[src/rtl/qspi_flash_responder.sv]
`default_nettype none
// ============================================================================
// Module : qspi_flash_responder
// Brief  : SPI mode-0 flash emulator serving READ (0x03) and JEDEC ID (0x9F)
//          from a synchronous byte-wide memory read port.
// Rev    : 1.0
// ============================================================================
module qspi_flash_responder #(
  parameter int          ADDR_W   = 24,
  parameter logic [23:0] JEDEC_ID = 24'hEF4017
) (
  input  logic              clk_in,
  input  logic              reset,
  input  logic              spi_sck,
  input  logic              spi_cs_n,
  input  logic              spi_mosi,
  output logic              spi_miso,
  output logic              spi_miso_oe,
  output logic              mem_req,
  output logic [ADDR_W-1:0] mem_addr,
  input  logic [7:0]        mem_rdata,
  output logic              busy,
  output logic              cmd_err
);

  localparam logic [7:0]        c_OP_READ  = 8'h03;
  localparam logic [7:0]        c_OP_ID    = 8'h9F;
  localparam logic [ADDR_W-1:0] c_ADDR_ONE = ADDR_W'(1);

  typedef enum logic [2:0] {
    S_IDLE   = 3'd0,
    S_CMD    = 3'd1,
    S_ADDR   = 3'd2,
    S_DATA   = 3'd3,
    S_ID     = 3'd4,
    S_IGNORE = 3'd5
  } state_t;

  logic [1:0] r_sck_sync;
  logic [1:0] r_cs_sync;
  logic [1:0] r_mosi_sync;
  logic       r_sck_prev;

  logic w_sck;
  logic w_cs_n;
  logic w_mosi;
  logic w_rise;
  logic w_fall;

  assign w_sck  = r_sck_sync[1];
  assign w_cs_n = r_cs_sync[1];
  assign w_mosi = r_mosi_sync[1];
  assign w_rise = w_sck & ~r_sck_prev;
  assign w_fall = ~w_sck & r_sck_prev;

  // cs_n synchronizer resets to deselected so no frame starts out of reset
  always_ff @(posedge clk_in) begin
    if (reset) begin
      r_sck_sync  <= 2'b00;
      r_cs_sync   <= 2'b11;
      r_mosi_sync <= 2'b00;
      r_sck_prev  <= 1'b0;
    end else begin
      r_sck_sync  <= {r_sck_sync[0], spi_sck};
      r_cs_sync   <= {r_cs_sync[0], spi_cs_n};
      r_mosi_sync <= {r_mosi_sync[0], spi_mosi};
      r_sck_prev  <= w_sck;
    end
  end

  state_t            r_state;
  logic [4:0]        r_bit;
  logic [23:0]       r_shift;
  logic [ADDR_W-1:0] r_addr;
  logic [7:0]        r_pref;
  logic [7:0]        r_dout;
  logic              r_cap;
  logic              r_miso;
  logic              r_oe;
  logic              r_req;
  logic              r_err;

  logic [23:0] w_addr_in;
  logic [7:0]  w_op;

  assign w_addr_in = {r_shift[22:0], w_mosi};
  assign w_op      = {r_shift[6:0], w_mosi};

  always_ff @(posedge clk_in) begin
    if (reset) begin
      r_state <= S_IDLE;
      r_bit   <= 5'd0;
      r_shift <= 24'd0;
      r_addr  <= '0;
      r_pref  <= 8'd0;
      r_dout  <= 8'd0;
      r_cap   <= 1'b0;
      r_miso  <= 1'b0;
      r_oe    <= 1'b0;
      r_req   <= 1'b0;
      r_err   <= 1'b0;
    end else begin
      r_req <= 1'b0;
      r_err <= 1'b0;
      // read data is valid one cycle after the strobe, so capture a cycle later
      r_cap <= r_req;
      if (r_cap) begin
        r_pref <= mem_rdata;
      end
      if (w_cs_n) begin
        r_state <= S_IDLE;
        r_bit   <= 5'd0;
        r_miso  <= 1'b0;
        r_oe    <= 1'b0;
        r_cap   <= 1'b0;
      end else begin
        case (r_state)
          S_IDLE: begin
            r_state <= S_CMD;
            r_bit   <= 5'd0;
          end
          S_CMD: begin
            if (w_rise) begin
              r_shift <= {r_shift[22:0], w_mosi};
              r_bit   <= r_bit + 5'd1;
              if (r_bit == 5'd7) begin
                r_bit <= 5'd0;
                if (w_op == c_OP_READ) begin
                  r_state <= S_ADDR;
                end else if (w_op == c_OP_ID) begin
                  r_state <= S_ID;
                  r_shift <= JEDEC_ID;
                  r_oe    <= 1'b1;
                end else begin
                  r_state <= S_IGNORE;
                  r_err   <= 1'b1;
                end
              end
            end
          end
          S_ADDR: begin
            if (w_rise) begin
              r_shift <= w_addr_in;
              r_bit   <= r_bit + 5'd1;
              if (r_bit == 5'd23) begin
                r_bit   <= 5'd0;
                r_addr  <= w_addr_in[ADDR_W-1:0];
                r_req   <= 1'b1;
                r_state <= S_DATA;
                r_oe    <= 1'b1;
              end
            end
          end
          S_DATA: begin
            if (w_fall) begin
              if (r_bit == 5'd0) begin
                r_miso <= r_pref[7];
                r_dout <= {r_pref[6:0], 1'b0};
              end else begin
                r_miso <= r_dout[7];
                r_dout <= {r_dout[6:0], 1'b0};
              end
            end
            if (w_rise) begin
              if (r_bit == 5'd7) begin
                r_bit  <= 5'd0;
                r_addr <= r_addr + c_ADDR_ONE;
                r_req  <= 1'b1;
              end else begin
                r_bit <= r_bit + 5'd1;
              end
            end
          end
          S_ID: begin
            // zeros shift in behind the ID, so MISO idles low after byte three
            if (w_fall) begin
              r_miso  <= r_shift[23];
              r_shift <= {r_shift[22:0], 1'b0};
            end
          end
          S_IGNORE: begin
            r_miso <= 1'b0;
            r_oe   <= 1'b0;
          end
          default: begin
            r_state <= S_IDLE;
          end
        endcase
      end
    end
  end

  assign spi_miso    = r_miso;
  assign spi_miso_oe = r_oe;
  assign mem_req     = r_req;
  assign mem_addr    = r_addr;
  assign cmd_err     = r_err;
  assign busy        = (r_state != S_IDLE);

endmodule
`default_nettype wire
[config.mk]
export PLATFORM = sky130hd
export DESIGN_NAME = qspi_flash_responder
export DESIGN_NICKNAME = d
export VERILOG_FILES = /design/src/rtl/qspi_flash_responder.sv
export SDC_FILE = /design/constraint.sdc
export NUM_CORES = 1
export LEC_CHECK = 0
export CORE_MARGIN = 10
export CORE_UTILIZATION = 39
export CTS_CLUSTER_SIZE = 16
export DETAILED_ROUTE_END_ITERATION = 16
export GPL_ROUTABILITY_DRIVEN = 0
export PLACE_DENSITY = 0.61
export SYNTH_ARGS = -nofsm -noshare
export SYNTH_HDL_FRONTEND = slang
export SYNTH_SLANG_ARGS = --single-unit
[constraint.sdc]
create_clock -name clk_in -period 5.25 [get_ports clk_in]
set_input_delay 0.525 -clock clk_in [delete_from_list [all_inputs] [get_ports clk_in]]
set_output_delay 0.525 -clock clk_in [all_outputs]
set_load 0.02 [all_outputs]
==> results.json <==
{
  "status": "finished clean",
  "synth_top_family_by_area": "simple AND/OR/NAND/NOR gates",
  "placementRows": 36,
  "worst_ep_arrival_time_ns": 2.82,
  "clock_sinks": 83,
  "timing.final.max_slew_violations": 0,
  "maxCapViolations": 0,
  "synth_top_area_cell": "dfxtp_1",
  "synth-async-reset-ratio_pct": 0,
  "finalCriticalPeriod_ns": 2.58,
  "synthCells": 481,
  "seq_area_um2": 1660,
  "fmax_mhz": 387,
  "p_int_uw": 924,
  "yosys.area_share.simple_pct": 26.4,
  "core-area_um2": 9860,
  "dieArea_um2": 14600,
  "grt_use_total_pct": 13.3,
  "antenna_found_initial": 0,
  "die_x_um": 121,
  "finalHoldViolCount": 0,
  "hp-class": "reg -> reg",
  "max-slew-margin-rel_pct": 14.6,
  "min_path_cells": 1,
  "p_sw_uw": 244,
  "clockBufferDepth": 2,
  "fillers": 941,
  "critical_path_required_ns": 5.48,
  "grt_max_degree": 69,
  "critPathMaxFanout": 18,
  "drive_gt1_share_pct": 7.10,
  "synth_area_per_cell_um2": 8.28,
  "h-tree-depth": 3,
  "startpoint_type": "register",
  "r2r-end": "r_shift[11]",
  "drc": 0,
  "fin_nets": 519,
  "ir_drop_uv": 145,
  "r2r_start": "r_state[2]",
  "synthTopCellsByArea": "dfxtp_1 42%, nor2_1 6.2%, mux2i_1 5.5%, a21oi_1 4.4%, nand2_1 3.5%",
  "synth_edf_count": 0,
  "ys_seq_elements": 83,
  "path_clk_slew_ns": 0.08,
  "final_cell_mix": "83 x dfxtp_1, 66 x nor2_1, 40 x clkdlybuf4s50_1, 37 x nand2_1, 35 x a21oi_1",
  "io_buffer_count": 41,
  "drt-vias-per-instance": 5.42,
  "wl_per_cell_um": 15.1,
  "final_util_pct": 47.1,
  "hold_ws_ns": 0.414,
  "root_buffer": "clkbuf_8",
  "p_sw_share_pct": 20.9,
  "power.density_nw_per_um2": 251,
  "postCtsSetupBuffers": 0,
  "n_antenna_cell": 0,
  "muxShareOfSynthArea_pct": 5.53,
  "cts_buffers": 9,
  "min_to": "r_cs_sync[1]",
  "path_class": "reg -> reg",
  "r2r_setup_slack_ns": 2.67,
  "synth_fa_ha_area_share_pct": 0.943,
  "io_pins": 42,
  "first_iter_violations": 308,
  "hpwlAfterDp_um": 6510,
  "setup.worst_path.start": "r_state[2]",
  "worst_slew_pin_slew_ns": 1.27,
  "power_frac_comb_pct": 2.7,
  "synth-xor-area-share_pct": 0.880,
  "setup_viol": 0,
  "leakagePower_nw": 1.57,
  "synth_compound_area_share_pct": 19.5,
  "synth.cell_area_um2": 3980,
  "cts_tree": "done",
  "multi_input_area_um2": 2130,
  "rsz0062_at_grt": "false",
  "syn_nets": 497,
  "pre_cts_ws_ns": 2.70,
  "setup_ws_ns": 2.67,
  "grt_pass1_vias": 3316,
  "routed_wl_um": 9650,
  "final_common_cell": "dfxtp_1",
  "fin_setup_tns_ns": 0,
  "ff2ff_path_depth": 5,
  "cts_hold_buf": 0,
  "fp.dieH_um": 121,
  "clock_skew_ns": 0.0133,
  "synth_ff_type": "dfxtp_1",
  "gr-total-overflow": 0,
  "ctsResizeCount": 0,
  "drt_first_pass_iters": 4,
  "yosysSeqAreaShare_pct": 41.7,
  "yosysTopAreaCellShare_pct": 41.7,
  "dpl-instance-area_um2": 4440,
  "power.share.clock_pct": 42.8,
  "period_share_pct": 49.2,
  "ant_nets": 0,
  "yosysUniqueCellTypes": 57,
  "critPathCaptureType": "register",
  "syn2layout_area_growth_pct": 16.8,
  "initial_core_util_pct": 40.4,
  "grt_pass1_wl_um": 16500,
  "dr_total_vias": 3470,
  "min_from": "r_cs_sync[0]",
  "yosysWarnings": 0,
  "p_seq_share_pct": 54.5,
  "worstSkewPairLatency_ns": 0.34,
  "final_area_um2": 4650
}
-- worst max-delay path, cell delays in order, from the launching register on --
cell	delay [ns]
dfxtp_1	0.68
or3b_2	0.51
o2bb2ai_2	0.18
and2_1	0.63
nor2_2	0.19
a22o_1	0.28
-- worst max path at each step --
stage / end
global route: r_dout[7]
CTS: r_shift[20]
detailed placement: r_shift[11]
floorplan: mem_addr[22]
global placement: r_shift[8]
finish: r_shift[11]
-- cell type report --
class                           instances  share of cell area, %
Inverter                               11                  0.888
Sequential cell                        83                   35.7
Multi-Input combinational cell        353                   45.8
Clock inverter                          5                   1.67
Tap cell                              133                   3.58
Clock buffer                           10                   2.96
Timing Repair Buffer                   45                   9.36
-- flip-flops by register name (all words and copies together) (netlist names), 2 cells and up --
register / flops
r_dout: 7
mem_addr: 24
r_cs_sync: 2
r_bit: 5
r_shift: 24
r_sck_sync: 2
r_mosi_sync: 2
r_pref: 8
r_state: 3
-- cell families after synthesis --
kind of cell             count (synthesis)
buffers and inverters                   45
AND/OR/NAND/NOR                        205
adder cells (fa/ha/maj)                  3
XOR/XNOR                                 4
AO/OA/AOI/OAI                          119
flip-flops                              83
multiplexers                            22
-- power by group through the flow --
stage	Clock [mW]	Combinational, mW	Sequential, mW
2_1_floorplan	0	0.0181	0.650
3_3_place_gp	0	0.0318	0.651
4_1_cts	0.512	0.0322	0.636
6_report	0.500	0.0319	0.636
3_5_place_dp	0	0.0320	0.651
5_1_grt	0.540	0.0347	0.637
-- metal layers --
metal  vias up  GRT usage [%]  part of all wire [%]
met2        65           21.8                    47
met1      1627           17.0                    48
met3         7           2.89                   4.0
li1       1771              -                     -
met5         -              0                     0
met4         0           4.45                  0.63
-- synthesized netlist by cell type, types with 3 or more instances --
library cell,count
and2_1,6
nand3b_1,3
nor4_1,6
and3_1,8
ha_1,3
nand4_1,3
buf_6,3
or3_1,3
a211oi_1,12
a31oi_1,11
o31ai_1,3
mux2i_1,22
or2_2,4
o22ai_1,4
clkbuf_1,23
nor3_1,19
a2bb2oi_1,3
dfxtp_1,83
nor4b_1,3
inv_1,11
a21oi_1,35
nor2b_1,5
nor2_1,66
o21ai_0,23
and4_1,3
nand2_1,37
nand2b_1,11
a22o_1,9
buf_2,8
nand3_1,14
-- through the flow --
stage / power (mW) / instances
6_report: 1.17 / 640
5_1_grt: 1.21 / 640
4_1_cts: 1.18 / 640
3_5_place_dp: 0.683 / 625
3_3_place_gp: 0.683 / 625
2_1_floorplan: 0.668 / 481
Note: power is estimated with default switching activity, not from simulation.
